`src/rtl/watermark_pkg.sv`:
```
// Shared widths and state encoding for the block-scan sequencer.
package watermark_pkg;

    localparam int unsigned SIZE_W     = 10;
    localparam int unsigned ADDR_W     = 20;
    localparam int unsigned Data_Depth = 8;

    typedef enum logic [2:0] {
        S_IDLE,
        S_LOAD,
        S_SCAN,
        S_DRAIN,
        S_DONE,
        S_ERR
    } scan_state_t;

endpackage

```
`src/rtl/block_scan_ctrl_if.sv`:
```
// Control, pixel-memory and pixel-output signals of the block-scan sequencer.
interface block_scan_ctrl_if;
    import watermark_pkg::*;

    logic                  start;
    logic [SIZE_W-1:0]     img_size;
    logic [SIZE_W-1:0]     M;
    logic                  pix_ready;
    logic                  rd_en;
    logic [ADDR_W-1:0]     rd_addr;
    logic [Data_Depth-1:0] rd_data;
    logic [Data_Depth-1:0] Pixel_Data;
    logic                  new_pixel;
    logic                  block_done;
    logic                  Image_Done;
    logic                  busy;
    logic                  cfg_err;

    modport master (
        input  start, img_size, M, pix_ready, rd_data,
        output rd_en, rd_addr, Pixel_Data, new_pixel, block_done,
               Image_Done, busy, cfg_err
    );

    modport slave (
        output start, img_size, M, pix_ready, rd_data,
        input  rd_en, rd_addr, Pixel_Data, new_pixel, block_done,
               Image_Done, busy, cfg_err
    );

endinterface

```
`src/rtl/block_addr_gen.sv`:
```
// Block-order address walker: column/row counters inside a block, block and strip
// offsets, and running base addresses. Adders only.
module block_addr_gen
    import watermark_pkg::*;
(
    input  logic              clk,
    input  logic              rst,
    input  logic              clr_i,
    input  logic              adv_i,
    input  logic [SIZE_W-1:0] n_i,
    input  logic [SIZE_W-1:0] m_i,
    output logic [ADDR_W-1:0] rd_addr_c,
    output logic              last_in_block_c,
    output logic              last_in_image_c
);

    localparam int unsigned SW1 = SIZE_W + 1;

    // bc_q / sr_q hold the block column / strip row offsets in pixels (index * M)
    logic [SIZE_W-1:0] c_q, c_d, r_q, r_d, bc_q, bc_d, sr_q, sr_d;
    logic [ADDR_W-1:0] row_base_q, row_base_d, blk_base_q, blk_base_d;
    logic [ADDR_W-1:0] strip_base_q, strip_base_d;
    logic              c_last, r_last, bc_last, sr_last;

    assign c_last  = (c_q == m_i - SIZE_W'(1));
    assign r_last  = (r_q == m_i - SIZE_W'(1));
    assign bc_last = (SW1'(bc_q) + SW1'(m_i)) >= SW1'(n_i);
    assign sr_last = (SW1'(sr_q) + SW1'(m_i)) >= SW1'(n_i);

    assign rd_addr_c       = row_base_q + ADDR_W'(c_q);
    assign last_in_block_c = c_last && r_last;
    assign last_in_image_c = c_last && r_last && bc_last && sr_last;

    always_comb begin
        c_d          = c_q;
        r_d          = r_q;
        bc_d         = bc_q;
        sr_d         = sr_q;
        row_base_d   = row_base_q;
        blk_base_d   = blk_base_q;
        strip_base_d = strip_base_q;
        if (clr_i) begin
            c_d          = '0;
            r_d          = '0;
            bc_d         = '0;
            sr_d         = '0;
            row_base_d   = '0;
            blk_base_d   = '0;
            strip_base_d = '0;
        end else if (adv_i) begin
            if (!c_last) begin
                c_d = c_q + SIZE_W'(1);
            end else begin
                c_d = '0;
                if (!r_last) begin
                    r_d        = r_q + SIZE_W'(1);
                    row_base_d = row_base_q + ADDR_W'(n_i);
                end else begin
                    r_d = '0;
                    if (!bc_last) begin
                        bc_d       = bc_q + m_i;
                        blk_base_d = blk_base_q + ADDR_W'(m_i);
                        row_base_d = blk_base_q + ADDR_W'(m_i);
                    end else begin
                        // row_base is strip_base + bc + (M-1)*N here
                        bc_d         = '0;
                        sr_d         = sr_q + m_i;
                        strip_base_d = row_base_q + ADDR_W'(n_i) - ADDR_W'(bc_q);
                        blk_base_d   = strip_base_d;
                        row_base_d   = strip_base_d;
                    end
                end
            end
        end
    end

    always_ff @(posedge clk) begin
        if (!rst) begin
            c_q          <= '0;
            r_q          <= '0;
            bc_q         <= '0;
            sr_q         <= '0;
            row_base_q   <= '0;
            blk_base_q   <= '0;
            strip_base_q <= '0;
        end else begin
            c_q          <= c_d;
            r_q          <= r_d;
            bc_q         <= bc_d;
            sr_q         <= sr_d;
            row_base_q   <= row_base_d;
            blk_base_q   <= blk_base_d;
            strip_base_q <= strip_base_d;
        end
    end

endmodule

```
`src/rtl/block_scan_ctrl.sv`:
```
// Walks an NxN image in MxM blocks, reads pixel memory and strobes pixels downstream.
// Optional configuration checking is enabled with BLOCK_SCAN_CFG_CHECK_EN.
module block_scan_ctrl
    import watermark_pkg::*;
(
    input  logic              clk,
    input  logic              rst,
    block_scan_ctrl_if.master bus
);

    scan_state_t           state_q, state_d;
    logic [SIZE_W-1:0]     n_q, n_d, m_q, m_d;
    logic                  adv, clr;
    logic [ADDR_W-1:0]     addr_c;
    logic                  last_blk_c, last_img_c;
    logic                  rd_en_q, blk_last_q, new_pixel_q, block_done_q;
    logic                  image_done_q, busy_q;
    logic [ADDR_W-1:0]     rd_addr_q;
    logic [Data_Depth-1:0] pixel_q;
`ifdef BLOCK_SCAN_CFG_CHECK_EN
    logic [SIZE_W-1:0]     rem_q, rem_d;
    logic                  cfg_err_q, cfg_err_d;
`endif

    block_addr_gen u_addr (
        .clk             (clk),
        .rst             (rst),
        .clr_i           (clr),
        .adv_i           (adv),
        .n_i             (n_q),
        .m_i             (m_q),
        .rd_addr_c       (addr_c),
        .last_in_block_c (last_blk_c),
        .last_in_image_c (last_img_c)
    );

    always_comb begin
        state_d = state_q;
        n_d     = n_q;
        m_d     = m_q;
        adv     = 1'b0;
        clr     = 1'b0;
`ifdef BLOCK_SCAN_CFG_CHECK_EN
        rem_d     = rem_q;
        cfg_err_d = cfg_err_q;
`endif
        unique case (state_q)
            S_IDLE: begin
                if (bus.start) begin
                    state_d = S_LOAD;
                    n_d     = bus.img_size;
                    m_d     = bus.M;
                    clr     = 1'b1;
`ifdef BLOCK_SCAN_CFG_CHECK_EN
                    rem_d     = bus.img_size;
                    cfg_err_d = 1'b0;
`endif
                end
            end
            S_LOAD: begin
`ifdef BLOCK_SCAN_CFG_CHECK_EN
                // N mod M by one subtraction per cycle
                if (m_q == '0 || n_q == '0 || m_q > n_q) begin
                    state_d   = S_ERR;
                    cfg_err_d = 1'b1;
                end else if (rem_q >= m_q) begin
                    rem_d = rem_q - m_q;
                end else if (rem_q == '0) begin
                    state_d = S_SCAN;
                end else begin
                    state_d   = S_ERR;
                    cfg_err_d = 1'b1;
                end
`else
                state_d = S_SCAN;
`endif
            end
            S_SCAN: begin
                if (bus.pix_ready) begin
                    adv = 1'b1;
                    if (last_img_c) state_d = S_DRAIN;
                end
            end
            S_DRAIN: state_d = S_DONE;
            S_DONE:  state_d = S_IDLE;
            S_ERR:   state_d = S_IDLE;
            default: state_d = S_IDLE;
        endcase
    end

    always_ff @(posedge clk) begin
        if (!rst) begin
            state_q      <= S_IDLE;
            n_q          <= '0;
            m_q          <= '0;
            rd_en_q      <= 1'b0;
            rd_addr_q    <= '0;
            blk_last_q   <= 1'b0;
            new_pixel_q  <= 1'b0;
            pixel_q      <= '0;
            block_done_q <= 1'b0;
            image_done_q <= 1'b0;
            busy_q       <= 1'b0;
`ifdef BLOCK_SCAN_CFG_CHECK_EN
            rem_q        <= '0;
            cfg_err_q    <= 1'b0;
`endif
        end else begin
            state_q      <= state_d;
            n_q          <= n_d;
            m_q          <= m_d;
            rd_en_q      <= adv;
            rd_addr_q    <= adv ? addr_c : rd_addr_q;
            blk_last_q   <= adv && last_blk_c;
            // memory data for the read issued last cycle is valid now
            new_pixel_q  <= rd_en_q;
            pixel_q      <= rd_en_q ? bus.rd_data : pixel_q;
            block_done_q <= blk_last_q;
            image_done_q <= (state_q == S_DONE);
            busy_q       <= (state_d != S_IDLE);
`ifdef BLOCK_SCAN_CFG_CHECK_EN
            rem_q        <= rem_d;
            cfg_err_q    <= cfg_err_d;
`endif
        end
    end

    assign bus.rd_en      = rd_en_q;
    assign bus.rd_addr    = rd_addr_q;
    assign bus.Pixel_Data = pixel_q;
    assign bus.new_pixel  = new_pixel_q;
    assign bus.block_done = block_done_q;
    assign bus.Image_Done = image_done_q;
    assign bus.busy       = busy_q;
`ifdef BLOCK_SCAN_CFG_CHECK_EN
    assign bus.cfg_err    = cfg_err_q;
`else
    assign bus.cfg_err    = 1'b0;
`endif

endmodule

```
`src/flat_wrapper.sv`:
```
// flat-port wrapper written by rule: the top's interface ports become plain ports
module block_scan_ctrl_flat import watermark_pkg::*;
  (clk, rst, bus_start, bus_img_size, bus_M, bus_pix_ready, bus_rd_data, bus_rd_en, bus_rd_addr, bus_Pixel_Data, bus_new_pixel, bus_block_done, bus_Image_Done, bus_busy, bus_cfg_err);
  block_scan_ctrl_if bus_i ();
  input  logic clk;
  input  logic rst;
  input wire logic [$bits(bus_i.start)-1:0] bus_start;
  input wire logic [$bits(bus_i.img_size)-1:0] bus_img_size;
  input wire logic [$bits(bus_i.M)-1:0] bus_M;
  input wire logic [$bits(bus_i.pix_ready)-1:0] bus_pix_ready;
  input wire logic [$bits(bus_i.rd_data)-1:0] bus_rd_data;
  output wire logic [$bits(bus_i.rd_en)-1:0] bus_rd_en;
  output wire logic [$bits(bus_i.rd_addr)-1:0] bus_rd_addr;
  output wire logic [$bits(bus_i.Pixel_Data)-1:0] bus_Pixel_Data;
  output wire logic [$bits(bus_i.new_pixel)-1:0] bus_new_pixel;
  output wire logic [$bits(bus_i.block_done)-1:0] bus_block_done;
  output wire logic [$bits(bus_i.Image_Done)-1:0] bus_Image_Done;
  output wire logic [$bits(bus_i.busy)-1:0] bus_busy;
  output wire logic [$bits(bus_i.cfg_err)-1:0] bus_cfg_err;
  assign bus_i.start = bus_start;
  assign bus_i.img_size = bus_img_size;
  assign bus_i.M = bus_M;
  assign bus_i.pix_ready = bus_pix_ready;
  assign bus_i.rd_data = bus_rd_data;
  assign bus_rd_en = bus_i.rd_en;
  assign bus_rd_addr = bus_i.rd_addr;
  assign bus_Pixel_Data = bus_i.Pixel_Data;
  assign bus_new_pixel = bus_i.new_pixel;
  assign bus_block_done = bus_i.block_done;
  assign bus_Image_Done = bus_i.Image_Done;
  assign bus_busy = bus_i.busy;
  assign bus_cfg_err = bus_i.cfg_err;
  block_scan_ctrl u_core (.clk(clk), .rst(rst), .bus(bus_i));
endmodule
```
`config.mk`:
```
export PLATFORM = sky130hd
export DESIGN_NAME = block_scan_ctrl_flat
export DESIGN_NICKNAME = d
export VERILOG_FILES = /design/src/rtl/watermark_pkg.sv /design/src/rtl/block_scan_ctrl_if.sv /design/src/rtl/block_addr_gen.sv /design/src/rtl/block_scan_ctrl.sv /design/src/flat_wrapper.sv
export SDC_FILE = /design/constraint.sdc
export NUM_CORES = 1
export LEC_CHECK = 0
export CORE_UTILIZATION = 30
export CTS_BUF_LIST = sky130_fd_sc_hd__clkbuf_4 sky130_fd_sc_hd__clkbuf_8
export DETAILED_ROUTE_END_ITERATION = 8
export GPL_TIMING_DRIVEN = 0
export PLACE_DENSITY = 0.51
export SLEW_MARGIN = 20
export SYNTH_ARGS = -nofsm -noshare
export SYNTH_HDL_FRONTEND = slang
export SYNTH_HIERARCHICAL = 1
export SYNTH_SLANG_ARGS = --single-unit
```
`constraint.sdc`:
```
create_clock -name clk -period 3.7 [get_ports clk]
set_input_delay 0.74 -clock clk [delete_from_list [all_inputs] [get_ports clk]]
set_output_delay 0.74 -clock clk [all_outputs]
set_load 0.01 [all_outputs]
```
== Word-level counts from Yosys, hierarchy flattened ==
Index checks and enable logic that the tools add are counted.

* Input port bits: 32
* Output and inout port bits: 34
* Register bits: 137

* Muxes and demuxes: 13
* Equality and inequality tests: 6
* Reductions and logical operators: 11
* Order comparisons: 2
* Bitwise operators: 1
* $add $sub $neg: 11

{| class="wikitable"
|+ Operators with widths
! kind !! count
|-
| $add A20 B10 Y20 || 3
|-
| $mux W20 || 2
|-
| $mux W10 || 3
|-
| $add A10 B10 Y11 || 2
|-
| $ge A11 B10 Y1 || 2
|-
| $add A10 B1 Y10 const B || 2
|-
| $add A10 B10 Y10 || 2
|-
| $eq A10 B10 Y1 || 2
|-
| $sub A20 B10 Y20 || 1
|-
| $pmux W3 S4 || 1
|-
| $sub A10 B1 Y10 const B || 1
|-
| $mux W3 || 3
|-
| $eq A3 B2 Y1 const B || 2
|-
| $logic_and A1 B1 Y1 || 4
|-
| $mux W1 || 4
|-
| $reduce_and A2 Y1 || 2
|-
| $reduce_and A4 Y1 || 1
|-
| $eq A3 B1 Y1 const B || 1
|-
| $eq A3 B3 Y1 const B || 1
|-
| $logic_not A3 Y1 || 1
|-
| $reduce_and A3 Y1 || 1
|-
| $reduce_bool A3 Y1 || 1
|-
| $reduce_or A2 Y1 || 1
|-
| $not A1 Y1 || 1
|}

== Depth between registers and ports, before layout ==
* Depth after elaboration: 9
* Mapped depth: 18
* Mapped depth without buffers: 18

== Hierarchy ==
The synthesis kept the hierarchy.

{| class="wikitable"
|+ Modules (own cells, without submodules)
! module !! instances !! cells an instance !! seq. area each (um^2) !! area an instance (um^2)
|-
| block_addr_gen || 1 || 997 || 1601.5 || 7672.4
|-
| block_scan_ctrl || 1 || 228 || 1141.1 || 2240.9
|}

== Worst setup path after synthesis ==
No wires, ideal clock.

* Path kind: reg2reg
* Start point: register u_core.m_q[1]
* End point: register u_core.u_addr.row_base_q[19]
* Slack: -0.189 ns
* Stages on the path, launching flop included: 13
* Arrival: 3.810 ns
* Buffers on the path: 1
* Setup time: 0.079 ns
* Period minus slack after synthesis: 3.889 ns
* Cells stage by stage: dfxtp_1 -> inv_1 -> ha_1 -> or4b_4 -> buf_6 -> or3_4 -> or2_0 -> a41o_1 -> or4_4 -> or4_4 -> or3_1 -> o32a_1 -> o211ai_1

* Word-level cells in the longest chain between the ends: 4
* Elaborated cells between the ends (all ways): 9
* Those cells by class: 3 x add/sub; 1 x order compare; 2 x eq/ne; 2 x mux; 1 x reduce/logical

{| class="wikitable"
|+ RTL lines
! element !! line !! text
|-
| start: declaration || block_scan_ctrl.sv:12 || <nowiki>logic [SIZE_W-1:0] n_q, n_d, m_q, m_d;</nowiki>
|-
| start signal: assignment || block_scan_ctrl.sv:111 || <nowiki>m_q <= m_d;</nowiki>
|-
| $add A10 B10 Y11 || block_addr_gen.sv:27 || <nowiki>assign bc_last = (SW1'(bc_q) + SW1'(m_i)) >= SW1'(n_i);</nowiki>
|-
| $ge A11 B10 Y1 || block_addr_gen.sv:27 ||
|-
| $mux W20 || block_addr_gen.sv:60 || <nowiki>if (!bc_last) begin</nowiki>
|-
| $mux W20 || block_addr_gen.sv:55 || <nowiki>if (!r_last) begin</nowiki>
|-
| end signal: assignment || block_addr_gen.sv:91 || <nowiki>row_base_q <= row_base_d;</nowiki>
|-
| end: declaration || block_addr_gen.sv:21 || <nowiki>logic [ADDR_W-1:0] row_base_q, row_base_d, blk_base_q, blk_base_d;</nowiki>
|}

Parallel ways exist; a longest one is shown, timed or not.
A chain may end at the register's enable or synchronous reset.

== Worst setup path after layout ==
* Start point: register u_core.m_q[1]
* End point: register u_core.state_q[0]

* Word-level cells in the longest chain between the ends: 8
* Elaborated cells between the ends (all ways): 13
* Those cells by class: 3 x add/sub; 2 x order compare; 2 x eq/ne; 3 x mux; 3 x reduce/logical

{| class="wikitable"
|+ RTL lines
! element !! line !! text
|-
| parallel branches: the longest is 4 deep, another holds $add A10 B10 Y11 || - ||
|-
| $logic_and A1 B1 Y1 * || block_addr_gen.sv:32 || <nowiki>assign last_in_image_c = c_last && r_last && bc_last && sr_last;</nowiki>
|-
| via u_core.last_img_c || block_scan_ctrl.sv:15 || <nowiki>logic last_blk_c, last_img_c;</nowiki>
|-
| $mux W3 * || block_scan_ctrl.sv:81 || <nowiki>if (last_img_c) state_d = S_DRAIN;</nowiki>
|-
| $mux W3 * || block_scan_ctrl.sv:79 || <nowiki>if (bus.pix_ready) begin</nowiki>
|-
| $pmux W3 S4 * || block_scan_ctrl.sv:47 || <nowiki>unique case (state_q)</nowiki>
|-
| end signal: assignment || block_scan_ctrl.sv:109 || <nowiki>state_q <= state_d;</nowiki>
|-
| end: declaration || block_scan_ctrl.sv:11 || <nowiki>scan_state_t state_q, state_d;</nowiki>
|}

Mark *: on every way through the listed nets, which the timed path passes.

==> qor.csv <==
metric,value,unit
rows,66,
antenna_left,0,
antenna_found_initial,0,
gp_congestion,0.867,
finClkSkew,0.0172,ns
drc,0,
die_h,184,µm
status,"finished, violations left",
dr.first_iter.drc_count,531,
dieArea,33800,µm²
synth-async-reset-ratio,0,%
p_total,4.16,mW
post-place-ws,-1.36,ns
cts_hold_buf,0,
grt_remaining_overflow,0,
root_buffer,clkbuf_8,
tightest_slew,0.801,ns
maxCapViolations,0,
fin_crit,3.70,ns
multi_input_area,7370,µm²
cts_sinks,137,
htree_num_levels,4,
antenna_cells,0,
max_freq,0.270,GHz
dpl_cell_area,11100,µm²
hold_violations,0,
synthTopCellsByArea,"dfxtp_1 (28%), ha_1 (10%), nand2_1 (7.6%)",
post-route-cell-area,12800,µm²
finalMaxSlewViolations,0,
grt_pass1_wl,49.8,mm
regArea,2780,µm²
startpoint_type,flip-flop,
yosysSeqAreaShare,27.7,%
synthCells,1225,
vias,9148,
syn_area_per_cell,8.09,µm²
violations,setup timing,
max-clock-path-buffers,2,
insertion_delay,0.47,ns
synth_edf_count,0,
die_width,184,µm
final_util,39.2,%
grt_setup_unrepaired,true,
num_io_pins,66,
critPathMaxFanout,10,
p_per_area,326,nW/µm²
worstPathRequired,4.12,ns
start_util,30.5,%
drive_above_1_share,17.6,%
synth-main-ff-cell,dfxtp_1,
wl_per_cell,17.4,µm
finalCritPeriodShare,100,%
criticalPathCategory,reg -> reg,
peakVddDrop,0.000223,V
cts_buffers,17,
slew_headroom,46.1,%
ys_seq_elements,137,
vias_per_cell,5.05,
core,32500,µm²
finalWirelength,31.5,mm
syn_nets,1346,
tns,-0.00428,ns
cts_tree,done,
fillers,3325,
yosysUniqueCellTypes,79,
synth_top_area_share,27.7,%
p_leak,4.93,nW
grt_util_all_layers,19.1,%
setup_slack,-0.00428,ns
first_pass_iters,5,
area_growth,28.6,%
yosysTopAreaCell,dfxtp_1,
setup_viol,1,
hpwl,23.7,mm
crit_path_end_kind,flip-flop,
holdCritPathClass,reg -> reg,
io_buffers,64,
grt_max_degree,17,
synth_warnings,6,
first_global_vias,8989,
clk_pin_slew,0.09,ns
cp.arrival,4.13,ns
nNetsFinal,1477,
syn_area,9910,µm²
[worst max-delay path, cell delays in order, from the launching register on]
cell      delay (ns)
dfxtp_4         0.40
inv_8           0.08
ha_4            0.14
or4b_4          0.51
or3_4           0.37
or2_1           0.23
a41o_1          0.22
or4_4           0.48
clkbuf_4        0.25
clkbuf_4        0.25
nor4_4          0.39
and3b_1         0.21
a22o_2          0.12
[layout make-up]
cell class              instances  area share (%)
clock inverters                12            1.28
well taps                     442            4.34
clock buffers                  20            2.06
flip-flops and latches        137            21.8
repair buffers                117            8.53
inverters                      56            1.77
multi-input cells             976            57.8
plain buffers                  51            2.40
[cell usage after synthesis (4+ instances only)]
| cell type | n |
|---|---|
| a21oi_1 | 71 |
| mux2i_1 | 57 |
| or2_2 | 4 |
| or4_1 | 4 |
| a311oi_1 | 4 |
| inv_1 | 55 |
| or3_1 | 10 |
| o22ai_1 | 9 |
| and3_1 | 18 |
| xor2_1 | 35 |
| xnor2_1 | 72 |
| o21ai_0 | 44 |
| buf_2 | 5 |
| buf_6 | 5 |
| o211ai_1 | 23 |
| dfxtp_1 | 137 |
| o21bai_1 | 4 |
| nand4_1 | 14 |
| o21a_1 | 12 |
| a21o_1 | 14 |
| fa_1 | 6 |
| and2_1 | 5 |
| ha_1 | 83 |
| nor2b_1 | 24 |
| a2111oi_0 | 4 |
| a22o_1 | 10 |
| a31oi_1 | 11 |
| a21boi_0 | 10 |
| nand2b_1 | 10 |
| o2111ai_1 | 8 |
| nand3_1 | 22 |
| nor3_1 | 32 |
| nand2_1 | 202 |
| a211oi_1 | 13 |
| nor2_1 | 77 |
| nor4_1 | 7 |
| nor3b_1 | 4 |
| clkbuf_1 | 42 |
| and4_1 | 4 |
[flip-flops by register name, summed over array words and instances (netlist names), 3 cells and up]
| register | cells |
|---|---|
| u_core/u_addr/sr_q | 10 |
| u_core/bus.Pixel_Data | 8 |
| u_core/u_addr/blk_base_q | 20 |
| u_core/bus.rd_addr | 20 |
| u_core/n_q | 10 |
| u_core/u_addr/row_base_q | 20 |
| u_core/u_addr/r_q | 10 |
| u_core/u_addr/c_q | 10 |
| u_core/state_q | 3 |
| u_core/u_addr/bc_q | 10 |
| u_core/m_q | 10 |
[logic make-up (layout without fill, tap and decap cells)]
logic type	Yosys count	count (layout)	share of synthesized area (%)
AO/OA/AOI/OAI	262	262	17.4
XOR/XNOR	110	110	10.1
adder cells (fa/ha/maj)	90	90	11.8
buffers and inverters	112	256	5.05
flip-flops	137	137	27.7
multiplexers	59	59	5.98
other	1	1	0.0378
AND/OR/NAND/NOR	454	454	22.0
[final timing paths]
| check | startpoint | cells after the start | end | slack [ns] |
|---|---|---|---|---|
| min | u_core/blk_last_q | 1 | u_core/bus.block_done | 0.45 |
| min reg2reg | u_core/blk_last_q | 1 | u_core/bus.block_done | 0.45 |
| max | u_core/m_q[1] | 12 | u_core/state_q[0] | -0.004 |
| max reg2reg | u_core/m_q[1] | 12 | u_core/state_q[0] | -0.004 |
[metrics by stage]
stage	std cells	hold slack, ns
CTS	1787	0.457
global route	1811	0.471
global placement	1731	0.415
floorplan	1225	0.412
finish	1811	0.451
detailed placement	1732	0.435
[metal layers]
layer | share of wire [%] | vias to the layer above | routed length, µm | global-route usage (%)
met4 | 1.4 | 0 | 436 | 5.07
met2 | 48 | 195 | 15100 | 32.8
met3 | 4.4 | 32 | 1370 | 2.81
met1 | 46 | 4326 | 14600 | 24.9
met5 | 0 | - | 0 | 0
li1 | - | 4595 | - | -
[cell usage in the layout (no fill, tap or decap), types with 7 or more instances in the layout]
cell             Yosys  routed
a211oi_1            13       9
a21boi_0            10       9
a21o_1              14      14
a21oi_1             71      50
a21oi_2              0      17
a22o_1              10      10
a31oi_1             11       9
and3_1              18      18
buf_4                1      48
buf_6                5       8
clkbuf_1            42      27
clkbuf_8             0      20
clkdlybuf4s50_1      0      64
dfxtp_1            137     120
dfxtp_2              0      10
dfxtp_4              0       7
ha_1                83      75
inv_1               55      52
mux2i_1             57      54
nand2_1            202     200
nand2b_1            10      10
nand3_1             22      21
nand4_1             14      14
nor2_1              77      73
nor2b_1             24      22
nor3_1              32      26
o211ai_1            23      23
o21a_1              12      11
o21ai_0             44      30
o21ai_1              1       8
o22ai_1              9       8
or3_1               10       8
xnor2_1             72      68
xor2_1              35      34
[where the power goes]
part / internal, mW / switching, mW / leakage (nW) / total, mW
Sequential: 1.50 / 0.0628 / 1.12 / 1.56
Combinational: 0.539 / 0.662 / 3.61 / 1.20
Clock: 0.710 / 0.683 / 0.212 / 1.39
[repair_timing]
action	4_1_cts	5_1_grt
endpoints found under the setup margin	80	78
pin swaps	31	46
gates resized for setup	103	96
buffers inserted	27	25
Power figures use the tool's default switching activity.
